### src/rtl/alu8_regfile_pipe.sv
// Two-stage 8-bit ALU core: stage 1 fetches operands from a 16x8 register bank,
// stage 2 computes, writes back to the bank and stores every result in a 256x8 memory.
module alu8_regfile_pipe (
    input  logic       clk1,
    input  logic       rst_n,
    input  logic [3:0] addr1,
    input  logic [3:0] addr2,
    input  logic [3:0] rd,
    input  logic [2:0] func,
    input  logic [7:0] memaddr,
    input  logic       write,
    output logic [7:0] Zout,
    output logic       carry_borrow,
    input  logic [3:0] dbg_reg_addr,
    output logic [7:0] dbg_reg_data,
    input  logic [7:0] dbg_mem_addr,
    output logic [7:0] dbg_mem_data
);

    typedef enum logic [2:0] {
        FN_ADD  = 3'd0,
        FN_SUB  = 3'd1,
        FN_AND  = 3'd2,
        FN_OR   = 3'd3,
        FN_XOR  = 3'd4,
        FN_NOTA = 3'd5,
        FN_NOTB = 3'd6,
        FN_INCA = 3'd7
    } func_e;

    logic [7:0] regbank_q [16];
    logic [7:0] mem_q     [256];

    logic [7:0] a_q;
    logic [7:0] b_q;
    logic [3:0] rd_q;
    func_e      func_q;
    logic [7:0] memaddr_q;
    logic       write_q;
    logic       valid_q;
    logic [7:0] zout_q;
    logic       carry_q;

    logic [8:0] wide_d;
    logic [7:0] res_d;
    logic       carry_d;

    // Bit 8 of the 9-bit result is the carry for ADD/INC and the borrow for SUB.
    always_comb begin
        wide_d = 9'd0;
        case (func_q)
            FN_ADD:  wide_d = {1'b0, a_q} + {1'b0, b_q};
            FN_SUB:  wide_d = {1'b0, a_q} - {1'b0, b_q};
            FN_AND:  wide_d = {1'b0, a_q & b_q};
            FN_OR:   wide_d = {1'b0, a_q | b_q};
            FN_XOR:  wide_d = {1'b0, a_q ^ b_q};
            FN_NOTA: wide_d = {1'b0, ~a_q};
            FN_NOTB: wide_d = {1'b0, ~b_q};
            FN_INCA: wide_d = {1'b0, a_q} + 9'd1;
            default: wide_d = 9'd0;
        endcase
    end

    assign res_d   = wide_d[7:0];
    assign carry_d = wide_d[8];

    // Operand reads and write-back share an edge, so a read of the register
    // being written sees the old value (no forwarding).
    always_ff @(posedge clk1 or negedge rst_n) begin
        if (!rst_n) begin
            a_q       <= 8'd0;
            b_q       <= 8'd0;
            rd_q      <= 4'd0;
            func_q    <= FN_ADD;
            memaddr_q <= 8'd0;
            write_q   <= 1'b0;
            valid_q   <= 1'b0;
            zout_q    <= 8'd0;
            carry_q   <= 1'b0;
            for (int i = 0; i < 16; i++) begin
                regbank_q[i] <= 8'(i);
            end
        end else begin
            a_q       <= regbank_q[addr1];
            b_q       <= regbank_q[addr2];
            rd_q      <= rd;
            func_q    <= func_e'(func);
            memaddr_q <= memaddr;
            write_q   <= write;
            valid_q   <= 1'b1;
            if (valid_q) begin
                zout_q  <= res_d;
                carry_q <= carry_d;
                if (write_q) begin
                    regbank_q[rd_q] <= res_d;
                end
            end
        end
    end

    // Result memory has no reset; valid_q is cleared asynchronously so an
    // in-flight operation never lands after reset.
    always_ff @(posedge clk1) begin
        if (valid_q) begin
            mem_q[memaddr_q] <= res_d;
        end
    end

    assign Zout         = zout_q;
    assign carry_borrow = carry_q;
    assign dbg_reg_data = regbank_q[dbg_reg_addr];
    assign dbg_mem_data = mem_q[dbg_mem_addr];

endmodule

### config.mk
export PLATFORM = sky130hd
export DESIGN_NAME = alu8_regfile_pipe
export DESIGN_NICKNAME = d
export VERILOG_FILES = /design/src/rtl/alu8_regfile_pipe.sv
export SDC_FILE = /design/constraint.sdc
export NUM_CORES = 2
export LEC_CHECK = 0
export CAP_MARGIN = 10
export CORE_MARGIN = 2
export CORE_UTILIZATION = 35
export DETAILED_ROUTE_END_ITERATION = 6
export MAX_ROUTING_LAYER = met4
export PLACE_DENSITY = 0.57
export SLEW_MARGIN = 10
export SYNTH_ARGS = -nofsm -noshare
export SYNTH_HDL_FRONTEND = slang
export SYNTH_SLANG_ARGS = --single-unit
### constraint.sdc
create_clock -name clk1 -period 19.65 [get_ports clk1]
set_clock_uncertainty 0.15 [all_clocks]
set_input_delay 3.93 -clock clk1 [delete_from_list [all_inputs] [get_ports clk1]]
set_output_delay 3.93 -clock clk1 [all_outputs]
set_load 0.01 [all_outputs]
==> results.ini <==
[run_status]
outcome = completed

[routing]
drc = 0
wirelength_um = 225000
first_pass_iters = 7
met2WireLength_um = 109000
antenna_left = 0
wl_per_cell_um = 28.1
drtIter0Drc = 4537
wl_met1_um = 96500
num_vias = 44233
routed.top_layer = met4
wl_met3_um = 14400
vias_per_cell = 5.52

[job]
maxCapViolCount = 0

[critical_path]
reg2reg_slack_ns = 13.66
r2r-start = func_q[2]
crit_path_end_kind = output pin
rr_worst_depth = 14
cp.required_ns = 15.57
crit_chain = buf_8, buf_12, buf_4, mux4_1, mux4_2, nor2_1, a211oi_1, nand3_1, nor4_1, clkdlybuf4s50_1
cp-start-kind = primary input
path_depth = 10
cp_top_family = buffers and inverters
crit_type = in2out
worstPathMaxFanout = 73
worstPathArrival_ns = 9.42
cp_slowest_stage_delay_ns = 1.04
r2r-end = mem_q[170][4]
crit_path_top_delay_cell = nor4_1
cp_num_buf_inv = 4

[global_route]
antenna_found_initial = 7
grt_pass1_vias = 44478
grt.total_usage = 0.177
grt_max_degree = 189
overflow = 0
grt_pass1_wl_um = 324000

[logic_synthesis]
yosysSeqAreaShare = 0.737
syn_avg_cell_area_um2 = 20.5
yosys_register_bits = 2218
ys_async_sr_fraction = 0.0766
synth-edff-count = 2048
synth_top_area_cell = edfxtp_1
synthTopCellsByArea = edfxtp_1, mux4_2, dfrtp_1, nor2_1, mux2_2
syn_area_um2 = 89200
synth_cells = 4355
synth_top_area_frac = 0.689
syn-num-nets = 4419
synth-warning-count = 0
ys_types = 64
ys.flop_type = edfxtp_1

[clock_tree]
cts_made_buffers = 215
cts_buffer_depth = 3
cts_htree_levels = 4
hold_buffers = 0
clock-sinks = 2218
clock_latency_ns = 0.86
tritoncts = yes
clk_pin_slew_ns = 0.06
clockRootBuffer = clkbuf_16
cts_setup_buffers = 0
cts_resized = 0

[pwr]
ir_drop_uv = 127
seq_power_share = 0.508
swShare = 0.259
p_comb_frac = 0.139
power_leakage_nw = 31.6
p_total_w = 0.0121
power_density_nw_per_um2 = 120
clkPwrFrac = 0.353
p_sw_w = 0.00313
p_int_w = 0.00897

[floorplan]
rows = 185
core_area_um2 = 254000
die_width_um = 509
dieArea_um2 = 259000
ios = 63
die_height_um = 509
start_util = 0.351

[min_path]
worstHoldStart = Zout[0]
hold_path_depth = 1
hp-class = reg2reg
holdPathEnd = Zout[0]

[layout]
layout_commonest_cell = edfxtp_1
regArea_um2 = 65800
drive_above_1_share = 0.248
layout_common_cells = edfxtp_1, mux4_2, nor2_1
multi_input_area_um2 = 21800
syn_to_final_growth_pct = 12.8
fin_nets = 4528
nFillCells = 22410

[timing]
fmax_mhz = 74.1
min_period_over_period = 0.687
worst_pin_slew_ns = 1.20
slew_headroom = 0.196
finalSetupViolations = 0
slew_violations = 0
hold_viol = 0
tns_ns = 0
rsz0062_at_grt = false
timing.final.crit_period_ns = 13.50

[placement]
port_buffers = 62
place_hpwl_um = 132000
gp_routability_congestion = 0.831

==> metrics by stage <==
step	utilization	cell area (um^2)	std cells	hold slack (ns)	worst slack [ns]
after floorplan	-	89200	4355	0.320	9.90
after global placement	0.368	93400	7611	0.338	5.79
after detailed placement	0.368	93400	7613	0.347	6.04
after CTS	0.396	101000	8012	0.356	6.04
after global routing	0.397	101000	8016	0.383	6.00
final	0.397	101000	8020	0.356	6.15
==> how the worst max path moves through the flow <==
stage | to | startpoint
after floorplan | dbg_mem_data[5] | dbg_mem_addr[0]
after global placement | dbg_mem_data[4] | dbg_mem_addr[0]
after detailed placement | dbg_mem_data[1] | dbg_mem_addr[0]
after CTS | dbg_mem_data[1] | dbg_mem_addr[0]
after global routing | dbg_mem_data[1] | dbg_mem_addr[0]
final | dbg_mem_data[1] | dbg_mem_addr[0]
==> area by class of cell <==
| type | instances | share of cell area |
|---|---|---|
| Sequential cell | 2218 | 0.653 |
| Multi-Input combinational cell | 1837 | 0.216 |
| Clock buffer | 271 | 0.0572 |
| Tap cell | 3366 | 0.0418 |
| Clock inverter | 128 | 0.0151 |
| Timing Repair Buffer | 164 | 0.0147 |
| Inverter | 28 | 0.00119 |
| Antenna cell | 8 | 0.000199 |
==> worst register-to-register path, cell delays in order, from the launching register on <==
cell and delay [ns]:
dfrtp_1 0.65, clkinv_1 0.58, nor3_2 0.60, or2_2 0.21
ha_1 0.18, inv_1 0.07, fa_1 0.43, nor2b_1 0.12
o21ai_0 0.11, nand2_1 0.09, nor2_1 0.04, o21ai_0 0.23
and2_4 0.23, buf_4 0.82, buf_4 0.97
==> logic make-up after synthesis <==
kind of cell	count (synthesis)	synth area share
buf+inv	300	0.0202
flops	2218	0.737
compound gates	435	0.0326
mux	814	0.178
xor+xnor	11	0.00108
other cells	1	0.0000420
simple gates	550	0.0269
fa+ha+maj	26	0.00373
==> cells in the mapped netlist, types with 10 or more instances <==
master	number
ha_1	25
a211oi_1	64
dfrtp_1	138
mux4_2	549
buf_12	10
edfxtp_1	2048
a31oi_1	17
a22oi_1	76
mux4_1	46
nor2b_1	27
o21ai_0	28
nand4_1	10
mux2i_1	107
buf_2	84
buf_4	16
nand3_1	38
dfstp_2	32
a22o_1	19
inv_1	26
buf_1	13
o22ai_1	102
nor2_1	353
nand2_1	60
clkbuf_1	105
a21oi_1	84
nor4_1	14
o221ai_1	16
buf_6	40
mux2_2	112
==> state kept, by name, summed over array words and instances, names as in the netlist <==
name and cells:
mem_q 2048, regbank_q 128, Zout 8, a_q 8, b_q 8, memaddr_q 8, rd_q 4, func_q 3
carry_borrow 1, valid_q 1, write_q 1
==> layer usage <==
layer / GRT usage / up-vias
met5: - / -
met4: 0.0477 / 0
met3: 0.0284 / 315
met2: 0.276 / 1621
met1: 0.242 / 23918
li1: - / 18379
==> power groups by stage <==
stage | Combinational (W) | Sequential, W | Clock [W]
2_1_floorplan | 0.000948 | 0.00632 | 0
3_3_place_gp | 0.00165 | 0.00623 | 0
3_5_place_dp | 0.00171 | 0.00624 | 0
4_1_cts | 0.00171 | 0.00614 | 0.00434
5_1_grt | 0.00182 | 0.00616 | 0.00452
6_report | 0.00168 | 0.00615 | 0.00427
No activity file was read; power rests on OpenSTA's default activity.
